`config.mk`:
```
export PLATFORM = sky130hd
export DESIGN_NAME = iob_axistream_packer
export DESIGN_NICKNAME = d
export VERILOG_FILES = /design/src/rtl/iob_axistream_packer.sv
export SDC_FILE = /design/constraint.sdc
export NUM_CORES = 1
export LEC_CHECK = 0
export CAP_MARGIN = 10
export CORE_UTILIZATION = 40
export DETAILED_ROUTE_END_ITERATION = 12
export PLACE_DENSITY = 0.72
export SYNTH_ARGS = -nofsm -noshare
export SYNTH_HDL_FRONTEND = slang
export SYNTH_SLANG_ARGS = --single-unit
```
`constraint.sdc`:
```
create_clock -name clk -period 3.7 [get_ports clk]
set_input_delay 0.925 -clock clk [delete_from_list [all_inputs] [get_ports clk]]
set_output_delay 0.925 -clock clk [all_outputs]
set_load 0.03 [all_outputs]
```
`src/rtl/iob_axistream_packer.sv`:
```
// iob_axistream_packer
//   Packs an 8-bit AXI-stream into OUT_BYTES-wide little-endian words.
//   Byte k of a word sits at m_tdata[8k+7:8k]. A frame end (s_tlast) flushes
//   a partial word, and m_tkeep marks its valid bytes contiguously from bit 0.
//   Completed frames (m_tlast beats accepted by the sink) are counted in
//   frame_cnt.
//
// Ports
//   clk, arst_n          clock, asynchronous active-low reset
//   en                   enable; when low no new input bytes are accepted
//   s_tdata/s_tvalid/s_tready/s_tlast   byte stream in
//   m_tdata/m_tkeep/m_tvalid/m_tready/m_tlast   word stream out
//   frame_cnt            frames emitted, wraps at 2^CNT_W
//
// OUT_BYTES must be >= 2.

// One byte lane: holds the accumulator byte and the output-register byte.
module iob_axistream_packer_lane (
  input  logic       clk,
  input  logic       arst_n,
  input  logic       wr,     // store din into the accumulator (non-completing byte)
  input  logic       ld,     // word completes: load the output lane, clear accumulator
  input  logic       at,     // this lane is the current byte position
  input  logic       below,  // this lane is below the current byte position
  input  logic [7:0] din,
  output logic [7:0] tdata,
  output logic       tkeep
);

  logic [7:0] acc;

  always_ff @(posedge clk or negedge arst_n) begin
    if (!arst_n)  acc <= '0;
    else if (ld)  acc <= '0;
    else if (wr)  acc <= din;
  end

  // The completing byte bypasses the accumulator and goes straight to the
  // output lane; lanes above the completing position load zero.
  always_ff @(posedge clk or negedge arst_n) begin
    if (!arst_n) begin
      tdata <= '0;
      tkeep <= 1'b0;
    end else if (ld) begin
      tkeep <= at | below;
      tdata <= at ? din : (below ? acc : 8'h00);
    end
  end

endmodule

module iob_axistream_packer #(
  parameter int OUT_BYTES = 4,
  parameter int CNT_W     = 16
) (
  input  logic                   clk,
  input  logic                   arst_n,
  input  logic                   en,
  input  logic [7:0]             s_tdata,
  input  logic                   s_tvalid,
  output logic                   s_tready,
  input  logic                   s_tlast,
  output logic [8*OUT_BYTES-1:0] m_tdata,
  output logic [OUT_BYTES-1:0]   m_tkeep,
  output logic                   m_tvalid,
  input  logic                   m_tready,
  output logic                   m_tlast,
  output logic [CNT_W-1:0]       frame_cnt
);

  localparam int POS_W = $clog2(OUT_BYTES);

  logic [POS_W-1:0] pos;
  logic             fire;
  logic             complete;
  logic             retire;

  // Ready only when the output register is free or draining this cycle, so a
  // completing byte always has somewhere to go.
  assign s_tready = en & (~m_tvalid | m_tready);
  assign fire     = s_tvalid & s_tready;
  assign complete = fire & (s_tlast | (pos == POS_W'(OUT_BYTES-1)));
  assign retire   = m_tvalid & m_tready;

  for (genvar k = 0; k < OUT_BYTES; k++) begin : g_lane
    iob_axistream_packer_lane u_lane (
      .clk    (clk),
      .arst_n (arst_n),
      .wr     (fire & ~complete & (pos == POS_W'(k))),
      .ld     (complete),
      .at     (pos == POS_W'(k)),
      .below  (pos > POS_W'(k)),
      .din    (s_tdata),
      .tdata  (m_tdata[8*k +: 8]),
      .tkeep  (m_tkeep[k])
    );
  end

  always_ff @(posedge clk or negedge arst_n) begin
    if (!arst_n)        pos <= '0;
    else if (complete)  pos <= '0;
    else if (fire)      pos <= pos + POS_W'(1);
  end

  // A word completing on the retire edge loads straight in, keeping m_tvalid high.
  always_ff @(posedge clk or negedge arst_n) begin
    if (!arst_n) begin
      m_tvalid <= 1'b0;
      m_tlast  <= 1'b0;
    end else if (complete) begin
      m_tvalid <= 1'b1;
      m_tlast  <= s_tlast;
    end else if (retire) begin
      m_tvalid <= 1'b0;
    end
  end

  always_ff @(posedge clk or negedge arst_n) begin
    if (!arst_n)                 frame_cnt <= '0;
    else if (retire & m_tlast)   frame_cnt <= frame_cnt + CNT_W'(1);
  end

endmodule

```
==> results.cfg, run 1 <==
[run_status]
outcome = completed

[clock_tree]
htree_num_levels = 3
cts_num_sinks = 80
cts_tree = built
cts_buffer_depth = 2
cts_buffers = 9
hold_buffers = 0
cts_resized = 0
cts-root-buf = clkbuf_8
path_clk_slew_ns = 0.08
postCtsSetupBuffers = 0
insertion_delay_ns = 0.34

[route]
ant_nets = 0
via_per_inst = 5.43
wl_per_cell_um = 16.4
firstDrtPassIters = 4
vias = 2491
initialDrtViolationCount = 191
routed_wl_mm = 7.54
drc = 0

[hold_path]
worstHoldStart = frame_cnt[15]
min_to = frame_cnt[15]
hold_depth = 1
min_path_type = reg -> reg

[sta]
tightest_slew_ns = 1.14
period_share = 0.922
skew_ns = 0.0100
fin_tns_setup_ns = 0
maxSlewHeadroom = 0.235
hold_slack_ns = 0.472
rsz0062_at_grt = false
hold_viol = 0
finalMaxSlewViolations = 0
max_freq_mhz = 293
finalSetupViolCount = 0
fin_crit_ns = 3.41

[yosys]
avgSynthCellArea_um2 = 11.8
synth_flop_cell = dfrtp_1
synth_cell_types = 35
netlist_instances = 286
synth_edf_count = 0
seq_area_frac_synth = 0.591
syn-num-nets = 306
syn_area_um2 = 3390
synth-seq-cells = 80
synth.most_common_cell = dfrtp_1
synth_top_area_frac = 0.591
ys_warn_count = 0
ys_async_sr_fraction = 1.00
ys_top_cells_by_area = dfrtp_1 (59%), a22o_1 (8.3%), nor2_1 (4.2%)
synth_top_cell_by_area = dfrtp_1
synth_common_cells = dfrtp_1 (80), nor2_1 (38), a22o_1 (32), nand2_1 (21), a221oi_1 (16)

[finish]
layout-drive-gt1-share = 0.0791
seqCellArea_um2 = 2000
fillCellCount = 746
antenna_cells = 0
fin_util = 0.520
multi_input_area_um2 = 1260
syn2layout_area_growth_pct = 26.1
fin_nets = 369

[floorplan]
core_um2 = 8220
dieHeight_um = 94.0
die-area_um2 = 8840
num_rows = 33
die_x_um = 94.0
ios = 69
start_util = 0.412

[worst_setup_path]
crit_path_top_delay_cell = clkdlybuf4s50_1
reg2reg_from = pos[1]
reg2regPathDepth = 5
crit_arrival_ns = 2.49
path_max_fanout = 4
path_class = in -> out
crit_top_cell = clkdlybuf4s50_1
cp.required_ns = 2.77
setup.worst_path.end_class = output pin
reg2reg_slack_ns = 1.70
r2r-end = g_lane[2].u_lane.tkeep
startpoint_type = primary input
path_cells = clkdlybuf4s50_1 > nand2b_1 > and2_1 > clkdlybuf4s50_1
max_stage_delay_ns = 0.66

[global_routing]
antenna_found_initial = 0
grt_pass1_vias = 2410
grtUsageTotal = 0.183
grt_pass1_wl_mm = 12.2
met3_usage = 0.0380
grt_max_degree = 81
grt_use_met2 = 0.271
grt_busiest_layer = met2
grt_overflow_total = 0
grtUsageMet1 = 0.254

[job]
maxCapViolCount = 0

[power_and_ir_drop]
power.density_nw_per_um2 = 603
peakVddDrop_mv = 0.325
p_total_mw = 2.58
p_leak_nw = 1.94

[placed_design]
port_buffers = 68
gp_congestion = 0.800
place_hpwl_mm = 5.09
-- worst max-delay path, delay by kind of cell --
kind,cells,cell delay (ns)
buffers and inverters,2,1.14
and+or+nand+nor,2,0.42
-- worst max-delay path by stage --
stage / endpoint / slack, ns / cells past startpoint / start
final: s_tready / 0.29 / 4 / m_tready
after global placement: s_tready / 0.30 / 4 / m_tready
after CTS: s_tready / 0.29 / 4 / m_tready
after global routing: s_tready / 0.23 / 4 / m_tready
after floorplan: s_tready / 1.40 / 2 / m_tready
after detailed placement: s_tready / 0.30 / 4 / m_tready
-- through the flow --
step / instance area (µm²) / setup WS (ns) / cells
after detailed placement: 4100 / 0.301 / 443
after floorplan: 3390 / 1.40 / 286
after CTS: 4270 / 0.287 / 459
after global routing: 4270 / 0.234 / 459
after global placement: 4100 / 0.300 / 443
final: 4270 / 0.287 / 459
-- cells by family after synthesis --
kind of cell             count (synthesis)  synth area share
XOR/XNOR                                15            0.0388
AO/OA/AOI/OAI                           65             0.150
multiplexers                             9            0.0270
adder cells (fa/ha/maj)                  6            0.0222
AND/OR/NAND/NOR                         90             0.135
buffers and inverters                   21            0.0366
flip-flops                              80             0.591
-- per-layer routing --
| layer | vias to the layer above | part of all wire |
|---|---|---|
| met1 | 1234 | 0.47 |
| met3 | 12 | 0.064 |
| met4 | 0 | 0.021 |
| met5 | - | 0 |
| li1 | 1152 | - |
| met2 | 93 | 0.45 |
-- layout by cell type (no fill, tap or decap), drive strengths merged --
cell           instances
mux2                   1
clkinvlp               3
a22o                  32
nand4                  4
xor2                   4
nor2b                  2
clkinv                 2
or2                    2
nand2b                 2
a21o                   1
and2                   3
and4                   1
clkbuf                11
clkdlybuf4s50         67
ha                     6
nor2                  38
nand2                 21
a221oi                16
nor3                   2
buf                    3
nor4                   2
inv                    3
dfrtp                 80
o21ai                 16
and3                   6
nand3                  7
mux2i                  8
xnor2                 11
-- registers in the layout (all words and copies together), names as in the netlist --
signal,cells
g_lane.u_lane.tkeep,4
frame_cnt,16
pos,2
g_lane.u_lane.acc,24
g_lane.u_lane.tdata,32
m_tlast,1
m_tvalid,1
-- where the power goes --
part           total [mW]  switching [mW]  internal (mW)
Combinational       0.844           0.489          0.355
Sequential           1.16           0.120           1.04
Clock               0.572           0.312          0.260
Total                2.58           0.921           1.65
-- area by class of cell --
class | count | area share
sequential | 80 | 0.468
timing repair buffer | 70 | 0.162
clock inverter | 5 | 0.00761
tap | 105 | 0.0307
multi-input combinational | 185 | 0.295
clock buffer | 11 | 0.0331
inverter | 3 | 0.00263
Note: power is estimated with default switching activity, not from simulation.
==> inputs of run 2 (changes only) <==
==> constraint.sdc (replaced) <==
create_clock -name clk -period 3.5 [get_ports clk]
set_input_delay 0.875 -clock clk [delete_from_list [all_inputs] [get_ports clk]]
set_output_delay 0.875 -clock clk [all_outputs]
set_load 0.03 [all_outputs]
==> run 2 against run 1 <==
  * Final cell count unchanged
  * Register-to-register slack worse by 0.15 ns
  * Non-clock buffer count stayed put
  * Sequential share of layout area fell by 0.33 points
  * Cell area up 0.70%
  * Via count down 1.4%
  * Critical path type unchanged
  * Largest cell class unchanged
  * Largest power group unchanged
==> results.cfg, run 2 (synthesized netlist as in run 1, its figures left out) <==
[run_status]
outcome = completed

[worst_setup_path]
reg2reg_from = pos[1]
reg2regPathDepth = 5
crit_arrival_ns = 2.10
setup.worst_path.end_class = output pin
cp.buffers_inverters = 2
path_class = in -> out
crit_family = buffers and inverters
crit_path_top_delay_cell = clkdlybuf4s50_1
path_cells = clkdlybuf4s50_1 > nand2b_1 > and2_1 > buf_4
startpoint_type = primary input
cp.required_ns = 2.62
path_max_fanout = 5
r2r-end = g_lane[2].u_lane.tkeep
max_stage_delay_ns = 0.63
reg2reg_slack_ns = 1.55

[placed_design]
port_buffers = 68
place_hpwl_mm = 5.01
dp_cells = 443
gp_congestion = 0.819

[hold_path]
min_to = g_lane[0].u_lane.tkeep
worstHoldStart = g_lane[0].u_lane.tkeep
min_path_type = reg -> reg
hold_depth = 1

[power_and_ir_drop]
p_clk_frac = 0.248
swShare = 0.346
p_comb_frac = 0.316
p_int_mw = 1.84
p_leak_nw = 1.96
power.density_nw_per_um2 = 653
peakVddDrop_mv = 0.404
seq_power_share = 0.435
p_sw_uw = 972

[clock_tree]
cts_tree = built
insertion_delay_ns = 0.34
cts_buffers = 9
cts_num_sinks = 80
htree_num_levels = 3
path_clk_slew_ns = 0.08
hold_buffers = 0
postCtsSetupBuffers = 0
cts_buffer_depth = 2
cts_resized = 0
cts-root-buf = clkbuf_8

[finish]
antenna_cells = 0
largest_reg_flops = 32
multi_input_area_um2 = 1260
top_regs = g_lane.u_lane.tdata x32, g_lane.u_lane.acc x24, frame_cnt x16
stdcell_count = 459
seqCellArea_um2 = 2000
syn2layout_area_growth_pct = 27.0
fillCellCount = 732
layout-drive-gt1-share = 0.0847
final_common_cell = dfrtp_1
final_cell_mix = dfrtp_1 (80), clkdlybuf4s50_1 (66), nor2_1 (38)
regMostFlops = g_lane.u_lane.tdata
fin_nets = 369

[sta]
fin_tns_setup_ns = 0
rsz0062_at_grt = false
skew_ns = 0.0116
max_freq_mhz = 336
finalSetupViolCount = 0
maxSlewHeadroom = 0.295
fin_crit_ns = 2.98
tightest_slew_ns = 1.05
finalMaxSlewViolations = 0
hold_viol = 0
period_share = 0.850

[floorplan]
start_util = 0.412
core_um2 = 8220
die_x_um = 94.0
dieHeight_um = 94.0
die-area_um2 = 8840
ios = 69
num_rows = 33

[global_routing]
grtUsageTotal = 0.184
grt_overflow_total = 0
grt_max_degree = 81
grt_pass1_wl_mm = 12.2
grt_pass1_vias = 2355
antenna_found_initial = 0

[route]
drc = 0
via_per_inst = 5.35
initialDrtViolationCount = 140
ant_nets = 0
firstDrtPassIters = 4
wl_per_cell_um = 16.3
vias = 2455
routed_wl_mm = 7.49

[job]
maxCapViolCount = 0
==> run 2: cell count changes in the layout (fill, tap and decap cells not counted) <==
cell and delta:
buf_4 +1, clkdlybuf4s50_1 -1, bufinv_16 +1, clkinvlp_4 -1, clkbuf_8 +1, clkbuf_1 -1
==> run 2: worst max path at each step <==
stage	start	to	slack, ns	cells after the start
after floorplan	m_tready	s_tready	1.30	2
after global placement	m_tready	s_tready	0.56	4
after global routing	m_tready	s_tready	0.46	4
final	m_tready	s_tready	0.52	4
after detailed placement	m_tready	s_tready	0.53	4
after CTS	m_tready	s_tready	0.53	4
==> run 2: layout make-up <==
class                      count  area share
clock buffer                  11      0.0352
inverter                       3     0.00262
timing repair buffer          70       0.160
clock inverter                 5      0.0128
multi-input combinational    185       0.293
sequential                    80       0.465
tap                          105      0.0305
==> run 2: power by group through the flow <==
| stage | combinational, mW | sequential, mW | clock, mW |
|---|---|---|---|
| after detailed placement | 0.896 | 1.24 | 0 |
| after global routing | 0.956 | 1.25 | 0.759 |
| after CTS | 0.897 | 1.23 | 0.712 |
| after floorplan | 0.321 | 1.45 | 0 |
| after global placement | 0.884 | 1.24 | 0 |
| final | 0.890 | 1.22 | 0.698 |
==> run 2: worst register-to-register path, cell delays in order (launching register included) <==
cell and delay (ns):
dfrtp_1 0.40, ha_1 0.22, nor2_1 0.12, nor3_2 0.81
o21ai_0 0.23, nand2_1 0.12
==> run 2: per-layer routing <==
layer | track usage | share of wire | up-vias
li1 | - | - | 1146
met1 | 0.261 | 0.47 | 1209
met2 | 0.273 | 0.45 | 88
met3 | 0.0356 | 0.057 | 12
met4 | 0.0795 | 0.020 | 0
met5 | 0 | 0 | -
==> run 2: through the flow <==
| stage | hold slack [ns] | cell area, µm² | power [mW] | util | setup slack (ns) |
|---|---|---|---|---|---|
| detailed placement | 0.461 | 4100 | 2.14 | 0.499 | 0.532 |
| floorplan | 0.436 | 3390 | 1.77 | - | 1.30 |
| CTS | 0.480 | 4300 | 2.84 | 0.524 | 0.527 |
| global placement | 0.453 | 4100 | 2.12 | 0.499 | 0.561 |
| finish | 0.476 | 4300 | 2.81 | 0.524 | 0.525 |
| global route | 0.500 | 4300 | 2.97 | 0.524 | 0.463 |
==> inputs of run 3 (changes only) <==
--- a/config.mk
+++ b/config.mk
@@ -5,10 +5,12 @@
 export SDC_FILE = /design/constraint.sdc
 export NUM_CORES = 1
 export LEC_CHECK = 0
+export ABC_AREA = 0
+export ABC_CLOCK_PERIOD_IN_PS = 3500
 export CAP_MARGIN = 10
-export CORE_UTILIZATION = 40
+export CORE_UTILIZATION = 50
 export DETAILED_ROUTE_END_ITERATION = 12
-export PLACE_DENSITY = 0.72
+export PLACE_DENSITY = 0.85
 export SYNTH_ARGS = -nofsm -noshare
 export SYNTH_HDL_FRONTEND = slang
 export SYNTH_SLANG_ARGS = --single-unit
==> run 3 against run 2 <==
  * The run now ends with DRC left
  * Highest routed layer unchanged
  * Wire length fell by 1.4%
  * Critical endpoint unchanged
  * Maximum frequency decreased by 6.4%
  * Cell area fell by 0.73%
  * Critical path type unchanged
==> results.cfg, run 3 (synthesized netlist as in run 1, its figures left out) <==
[route]
vias = 2480
initialDrtViolationCount = 173
drc = 4
routed_wl_mm = 7.38
ant_nets = 0
wl_per_cell_um = 17.1
firstDrtPassIters = 8
via_per_inst = 5.73

[clock_tree]
cts_tree = built
cts_resized = 0
cts-root-buf = clkbuf_8
path_clk_slew_ns = 0.08
htree_num_levels = 3
cts_num_sinks = 80
postCtsSetupBuffers = 0
hold_buffers = 0
cts_buffer_depth = 2
insertion_delay_ns = 0.34
cts_buffers = 9

[floorplan]
num_rows = 29
die-area_um2 = 7110
ios = 69
start_util = 0.525
die_x_um = 84.3
dieHeight_um = 84.3
core_um2 = 6460

[finish]
fin_nets = 371
final_cell_mix = dfrtp_1 (80), clkdlybuf4s50_1 (67), nor2_1 (38)
syn2layout_area_growth_pct = 26.1
regMostFlops = g_lane.u_lane.tdata
final_common_cell = dfrtp_1
top_regs = g_lane.u_lane.tdata x32, g_lane.u_lane.acc x24, frame_cnt x16
antenna_cells = 0
largest_reg_flops = 32
layout-drive-gt1-share = 0.0871

[sta]
hold_viol = 0
max_freq_mhz = 315
period_share = 0.908
fin_ws_ns = 0.322
skew_ns = 0.0138
finalMaxSlewViolations = 0
maxSlewHeadroom = 0.359
rsz0062_at_grt = false
finalSetupViolCount = 0
fin_tns_setup_ns = 0
tightest_slew_ns = 0.961
fin_crit_ns = 3.18

[run_status]
violations = DRC
outcome = finished with violations

[placed_design]
port_buffers = 68
dp_slack_ns = 0.336
place_hpwl_mm = 4.97
gp_congestion = 0.777

[global_routing]
grt_max_degree = 81
grt_pass1_wl_mm = 12.1
grt_overflow_total = 0
grt_pass1_vias = 2477
grtUsageTotal = 0.226
antenna_found_initial = 0

[worst_setup_path]
setup.worst_path.end_class = output pin
crit_path_end = s_tready
cp-startpoint = m_tready
reg2regPathDepth = 5
path_class = in -> out
reg2reg_from = pos[1]
path_max_fanout = 2
cp.required_ns = 2.62
r2r-end = g_lane[0].u_lane.tdata[2]
reg2reg_slack_ns = 1.56
crit_arrival_ns = 2.30
startpoint_type = primary input

[power_and_ir_drop]
p_int_mw = 1.79
p_leak_nw = 1.96
p_sw_uw = 974
p_comb_frac = 0.325
peakVddDrop_mv = 0.377
p_clk_frac = 0.233
swShare = 0.352
power.density_nw_per_um2 = 647
seq_power_share = 0.443

[hold_path]
min_path_type = reg -> reg

[job]
maxCapViolCount = 0
[run 3: per-stage QoR]
stage,area [µm²],std cells,util,total power [mW],hold WS (ns)
2_1_floorplan,3390,286,-,1.77,0.436
3_3_place_gp,4080,417,0.632,2.11,0.452
3_5_place_dp,4080,417,0.632,2.14,0.469
4_1_cts,4270,433,0.662,2.79,0.486
5_1_grt,4270,433,0.662,2.90,0.509
6_report,4270,433,0.662,2.77,0.481
[run 3: worst min-delay path by stage]
stage                     slack, ns  cells past startpoint               startpoint                      end
final                          0.48                      2   g_lane[2].u_lane.tkeep   g_lane[2].u_lane.tkeep
after floorplan                0.44                      1   g_lane[0].u_lane.tkeep   g_lane[0].u_lane.tkeep
after global placement         0.45                      1   g_lane[0].u_lane.tkeep   g_lane[0].u_lane.tkeep
after global routing           0.51                      1  g_lane[0].u_lane.acc[7]  g_lane[0].u_lane.acc[7]
after CTS                      0.49                      1            frame_cnt[15]            frame_cnt[15]
after detailed placement       0.47                      2   g_lane[2].u_lane.tkeep   g_lane[2].u_lane.tkeep
[run 3: layout make-up]
class / instances / area, µm²
Clock buffer: 12 / 165
Clock inverter: 4 / 27.5
Fill cell: 495 / 2190
Inverter: 3 / 11.3
Multi-Input combinational cell: 185 / 1260
Sequential cell: 80 / 2000
Tap cell: 77 / 96.3
Timing Repair Buffer: 72 / 708
[run 3: layer usage]
metal  vias up  track usage  part of all wire
met5         -            0                 0
met4         0       0.0972             0.014
met3        10       0.0541             0.048
met2        81        0.355              0.48
met1      1232        0.304              0.46
li1       1157            -                 -
[run 3: critical path, cell delays in order]
cell	delay [ns]
clkdlybuf4s50_1	0.49
nand2b_1	0.14
and2_1	0.13
clkdlybuf4s50_1	0.66
[run 3: power groups by stage]
stage | logic (mW) | registers, mW | clock network (mW)
after detailed placement | 0.901 | 1.24 | 0
after global routing | 0.958 | 1.25 | 0.692
final | 0.898 | 1.22 | 0.643
after global placement | 0.882 | 1.23 | 0
after floorplan | 0.321 | 1.45 | 0
after CTS | 0.904 | 1.22 | 0.657
